$ cat config.mk
export PLATFORM = sky130hd
export DESIGN_NAME = tdm_demux
export DESIGN_NICKNAME = d
export VERILOG_FILES = /design/src/rtl/tdm_demux.sv
export SDC_FILE = /design/constraint.sdc
export NUM_CORES = 1
export LEC_CHECK = 0
export CAP_MARGIN = 10
export CORE_ASPECT_RATIO = 1.75
export CORE_UTILIZATION = 48
export CTS_CLUSTER_DIAMETER = 80
export DETAILED_ROUTE_END_ITERATION = 12
export PLACE_DENSITY = 0.78
export SLEW_MARGIN = 20
export SYNTH_ARGS = -nofsm -noshare
export SYNTH_HDL_FRONTEND = slang
export SYNTH_SLANG_ARGS = --single-unit
$ cat constraint.sdc
create_clock -name clk -period 1.6 [get_ports clk]
set_input_delay 0.24 -clock clk [delete_from_list [all_inputs] [get_ports clk]]
set_output_delay 0.24 -clock clk [all_outputs]
set_load 0.01 [all_outputs]
$ cat src/rtl/tdm_demux.sv
// ---------------------------------------------------------------------------
// tdm_demux
//   Serial TDM frame demultiplexer. A frame is a 4-bit sync pattern followed
//   by a W-bit channel-A word and a W-bit channel-B word, every field MSB
//   first, with frames sent back to back. The block hunts for the sync
//   pattern, splits the two channel words out of the serial stream, and then
//   re-checks the sync field of each following frame to keep alignment.
//
// Parameters
//   W     : channel word width in bits (W >= 2)
//   SYNC  : 4-bit frame sync pattern, MSB received first
//
// Ports
//   clk       in   single clock, rising edge
//   reset     in   synchronous active-high reset
//   din       in   serial TDM line
//   en        in   bit enable; one bit of din is accepted per edge with en=1
//   a_data    out  [W-1:0] last complete channel-A word
//   b_data    out  [W-1:0] last complete channel-B word
//   a_valid   out  one-cycle pulse, a_data updated this cycle
//   b_valid   out  one-cycle pulse, b_data updated this cycle
//   locked    out  frame alignment confirmed
//   sync_err  out  one-cycle pulse, expected sync pattern not received
// ---------------------------------------------------------------------------
module tdm_demux #(
    parameter int         W    = 8,
    parameter logic [3:0] SYNC = 4'b1011
) (
    input  logic         clk,
    input  logic         reset,
    input  logic         din,
    input  logic         en,
    output logic [W-1:0] a_data,
    output logic [W-1:0] b_data,
    output logic         a_valid,
    output logic         b_valid,
    output logic         locked,
    output logic         sync_err
);

    // The counter has to index both a W-bit word and the 4-bit sync field.
    localparam int MAXN = (W > 4) ? W : 4;
    localparam int CW   = $clog2(MAXN);

    localparam logic [CW-1:0] LAST_WORD = CW'(W - 1);
    localparam logic [CW-1:0] LAST_SYNC = CW'(3);
    localparam logic [3:0]    SYNC_PAT  = SYNC;

    typedef enum logic [1:0] {
        HUNT   = 2'd0,
        RECV_A = 2'd1,
        RECV_B = 2'd2,
        CHECK  = 2'd3
    } state_t;

    state_t         state;
    logic [CW-1:0]  cnt;
    logic [3:0]     hist;
    logic [W-1:0]   a_sh;
    logic [W-1:0]   b_sh;

    // Sync bit expected at position k of the CHECK field is SYNC[3-k];
    // for a 2-bit k, 3-k is simply ~k.
    logic           exp_sync_bit;
    logic [3:0]     hunt_window;

    always_comb begin
        exp_sync_bit = SYNC_PAT[~cnt[1:0]];
        hunt_window  = {hist[2:0], din};
    end

    always_ff @(posedge clk) begin
        if (reset) begin
            state    <= HUNT;
            cnt      <= '0;
            hist     <= '0;
            a_sh     <= '0;
            b_sh     <= '0;
            a_data   <= '0;
            b_data   <= '0;
            a_valid  <= 1'b0;
            b_valid  <= 1'b0;
            locked   <= 1'b0;
            sync_err <= 1'b0;
        end else begin
            // Pulses are single-cycle no matter what en does next.
            a_valid  <= 1'b0;
            b_valid  <= 1'b0;
            sync_err <= 1'b0;

            if (en) begin
                case (state)
                    HUNT: begin
                        hist <= hunt_window;
                        // A match on data bits is accepted here too; a false
                        // lock is caught later by the CHECK field.
                        if (hunt_window == SYNC_PAT) begin
                            state <= RECV_A;
                            cnt   <= '0;
                        end
                    end

                    RECV_A: begin
                        a_sh <= {a_sh[W-2:0], din};
                        if (cnt == LAST_WORD) begin
                            a_data  <= {a_sh[W-2:0], din};
                            a_valid <= 1'b1;
                            state   <= RECV_B;
                            cnt     <= '0;
                        end else begin
                            cnt <= cnt + 1'b1;
                        end
                    end

                    RECV_B: begin
                        b_sh <= {b_sh[W-2:0], din};
                        if (cnt == LAST_WORD) begin
                            b_data  <= {b_sh[W-2:0], din};
                            b_valid <= 1'b1;
                            locked  <= 1'b1;
                            state   <= CHECK;
                            cnt     <= '0;
                        end else begin
                            cnt <= cnt + 1'b1;
                        end
                    end

                    CHECK: begin
                        if (din != exp_sync_bit) begin
                            // The offending bit is dropped rather than fed
                            // into the new search, so history restarts empty.
                            state    <= HUNT;
                            hist     <= '0;
                            cnt      <= '0;
                            locked   <= 1'b0;
                            sync_err <= 1'b1;
                        end else if (cnt == LAST_SYNC) begin
                            state <= RECV_A;
                            cnt   <= '0;
                        end else begin
                            cnt <= cnt + 1'b1;
                        end
                    end

                    default: begin
                        state <= HUNT;
                        cnt   <= '0;
                        hist  <= '0;
                    end
                endcase
            end
        end
    end

endmodule

==> impl_summary.txt <==
----------------------------------------------------
[Die]
  X dimension of the die ... 48.17 microns
  Die area ... 3988 sq um
  Row Count ... 29
  Standard cell core area ... 3592 sq um
  Effective utilization at floorplan ... 49.84%
  Die height ... 82.80 microns
  I/O Pins ... 24

[Placement]
  RePlAce Congestion ... 0.9214
  Placement-stage cell area ... 2227 sq um
  Post-place setup slack ... -0.3266 ns
  Post-DP HPWL ... 2743 microns
  Number of buffers added on ports ... 23
  Post-Place Cells ... 302

[Yosys]
  Most frequent cell after synthesis ... nand2_1
  Share of the synthesized area in the top cell type ... 46.96%
  Post-synthesis instance area ... 1790 sq um
  Yosys Warn Count ... 0
  EDFF count, synth ... 0
  Top flip-flop cell by instance count after synthesis ... dfxtp_1
  Number of standard cells after synthesis ... 219
  Seq cells post-synth ... 42
  Commonest cells in the synthesized netlist ... nand2_1 (56), dfxtp_1 (42), a21oi_1 (34)
  Distinct cell type count of the synthesized netlist ... 33
  Share of the yosys chip area belonging to registers ... 46.96%
  Mapped Avg Cell Area ... 8.176 sq um
  Mapped Nets ... 232
  Async S/R FF share, synth ... 0%
  Cell taking the most area after synthesis ... dfxtp_1
  Leading cell types by total area after synthesis ... dfxtp_1 (47%), nand2_1 (12%), a21oi_1 (9.5%)

[STA]
  Tcrit/Tclk final ... 100.1%
  Setup violations, final ... 1
  Min Clock Period, post-route ... 1.602 ns
  Worst setup slack after layout ... -0.002123 ns
  Max Clock Skew ... 0.002333 ns
  Max-slew violations ... 0
  Worst slew pin tran ... 0.4319 ns
  Max-slew headroom ... 70.84%
  Maximum achievable frequency ... 624.2 MHz
  Final hold violation count ... 0
  Unrepaired setup endpoints after global routing ... yes

[GRT]
  Overall Global Routing Usage ... 20.87%
  Wire length of the first global-routing pass ... 5982 microns
  Final global-route overflow total ... 0
  Initial antenna violation count ... 0
  Maximum number of pins on one net before global-route repair ... 18
  Via count of the first global-routing pass ... 1410

[Critical path]
  Worst setup path category ... flip-flop to flip-flop
  Worst setup slack for register-to-register paths ... -0.002 ns
  Critical path required time ... 1.75 ns
  Reg2reg start ... state[0]$_SDFFE_PP0P_
  Critical path fanouts, max ... 5
  Cell count of the worst reg-to-reg path ... 5
  Crit end category ... flip-flop
  Capture instance of the worst register-to-register path ... state[0]$_SDFFE_PP0P_
  Worst endpoint data arrival time ... 1.76 ns
  Startpoint class of the critical path ... flip-flop

[Finish]
  Fill cells ... 294
  Final net count ... 276
  Area taken by flip-flops and latches ... 845.8 sq um
  # diodes ... 0
  Area growth from synthesis to layout ... 32.35%
  Total area of multi-input combinational cells ... 924.6 sq um
  Final cell count without fillers ... 309
  Area of all placed cells without fillers ... 2370 sq um
  Fraction of layout instances using a drive strength above 1 ... 19.39%

[Clock network]
  Clock tree root driver cell ... clkbuf_8
  CTS clk-pin slew, worst paths ... 0.07 ns
  Number of clock sinks ... 42
  Max Root-Sink Buffers ... 2
  H-tree depth ... 2
  TritonCTS buffer count ... 5
  Source-to-sink clock delay at the later pin of the worst-skew pair ... 0.29 ns
  Hold buffers post-CTS ... 0
  Clock tree from TritonCTS ... built

[Drt]
  Routed length per placed instance ... 12.66 microns
  Detailed router's first-iteration violation count ... 72
  Detailed Route WL ... 3913 microns
  Via count ... 1670
  Number of detailed-routing iterations run before antenna repair ... 4
  Via density per instance ... 5.405
  Number of remaining DRC errors ... 0
  ANT nets after route ... 0

[Run status]
  Run status ... finished with violations
  Violations in the final reports ... negative setup slack

[Power and ir drop]
  Net switching power of the design ... 387.8 uW
  Sw frac ... 22.01%
  P_int ... 1.374 mW
  Power share of the combinational group ... 4.7%
  Fraction of power consumed by the clock network ... 35.7%
  Total power divided by cell area ... 743.4 nW/um^2
  Max IR drop VDD ... 0.0005600 V
  Share of total power in sequential cells ... 59.6%
  Final Total Pwr ... 1.762 mW
  Static Leak ... 0.8380 nW

[Hold path]
  Start point of the worst min-delay path ... a_data[5]$_SDFFE_PP0P_
  Cell count of the worst hold path ... 2
  Kind of path behind the tightest hold check ... flip-flop to flip-flop
  Hold-critical path endpoint ... a_data[5]$_SDFFE_PP0P_

[Run]
  Total of max-cap violations ... 0

----------------------------------------------------
## flip-flops by register name (all words and copies together), names as in the netlist, 2 cells and up
| register | flops |
|---|---|
| b_data | 8 |
| cnt | 3 |
| a_sh | 7 |
| a_data | 8 |
| state | 2 |
| hist | 3 |
| b_sh | 7 |
## cells in the final DEF, fill, tap and decap left out, types with 2 or more instances in the layout
cell / netlist / layout
clkbuf_8: 0 / 5
a22oi_1: 2 / 2
or3_1: 2 / 2
o21ai_0: 5 / 4
nor3_1: 2 / 2
nand2_1: 56 / 56
nand4_1: 3 / 3
buf_4: 0 / 23
clkdlybuf4s50_1: 0 / 22
ha_1: 9 / 6
a211oi_1: 2 / 2
nand3_1: 16 / 16
dfxtp_2: 0 / 4
clkinv_2: 0 / 2
nor2_1: 10 / 7
nor2_2: 0 / 3
inv_1: 8 / 7
dfxtp_1: 42 / 38
a21oi_1: 34 / 34
ha_2: 0 / 2
## layer usage
layer / GRT usage (%) / vias up / wire (microns)
met5: 0 / - / 0
met4: 11.11 / 0 / 112
met3: 3.896 / 16 / 94
met2: 34.80 / 42 / 2149
met1: 23.76 / 779 / 1555
li1: - / 833 / -
## stage by stage
step	setup TNS [ns]	hold WS, ns	utilization (%)
after detailed placement	-1.914	0.4467	62.00
after global routing	-0.07555	0.4761	65.97
after CTS	0	0.4573	64.58
after global placement	-1.690	0.4395	62.00
after floorplan	0	0.4205	-
final	-0.002123	0.4531	65.97
## kinds of logic after synthesis
group	share of synthesized area (%)
buffers and inverters	4.682
AO/OA/AOI/OAI	17.33
multiplexers	0.5591
XOR/XNOR	1.398
adder cells (fa/ha/maj)	6.289
flip-flops	46.96
AND/OR/NAND/NOR	22.78
## layout make-up
class | count | area share (%)
multi-input cells | 158 | 39.02
repair buffers | 48 | 18.27
well taps | 46 | 2.429
flip-flops and latches | 42 | 35.69
clock inverters | 2 | 0.4224
inverters | 8 | 1.267
clock buffers | 5 | 2.904
## worst max-delay path: stages (launching register included)
cell and delay (ns):
dfxtp_2 0.37, inv_1 0.10, buf_4 0.15, ha_1 0.25, o311ai_0 0.45, nand3b_1 0.15
## how the worst max path moves through the flow
stage,from,to,slack (ns),depth (start not counted)
global route,state[0]$_SDFFE_PP0P_,hist[1]$_SDFFE_PP0P_,-0.04,6
floorplan,cnt[1]$_SDFFE_PP0P_,cnt[1]$_SDFFE_PP0P_,0.01,6
global placement,din,state[0]$_SDFFE_PP0P_,-0.27,5
detailed placement,din,state[0]$_SDFFE_PP0P_,-0.33,5
finish,state[0]$_SDFFE_PP0P_,state[0]$_SDFFE_PP0P_,-0.002,5
CTS,cnt[1]$_SDFFE_PP0P_,state[0]$_SDFFE_PP0P_,0.01,7
## power by group through the flow
stage          clock [mW]  sequential [mW]  combinational, mW
4_1_cts             0.653             1.05             0.0752
5_1_grt             0.692             1.05             0.0889
2_1_floorplan           0             1.07             0.0406
3_3_place_gp            0             1.07             0.0754
6_report            0.629             1.05             0.0826
3_5_place_dp            0             1.07             0.0763
## timing repair
action,CTS,global route
pin swaps,1,4
gates resized for setup,5,14
buffers inserted,0,0
setup endpoints to repair,2,16
(Power assumes the default switching activity.)
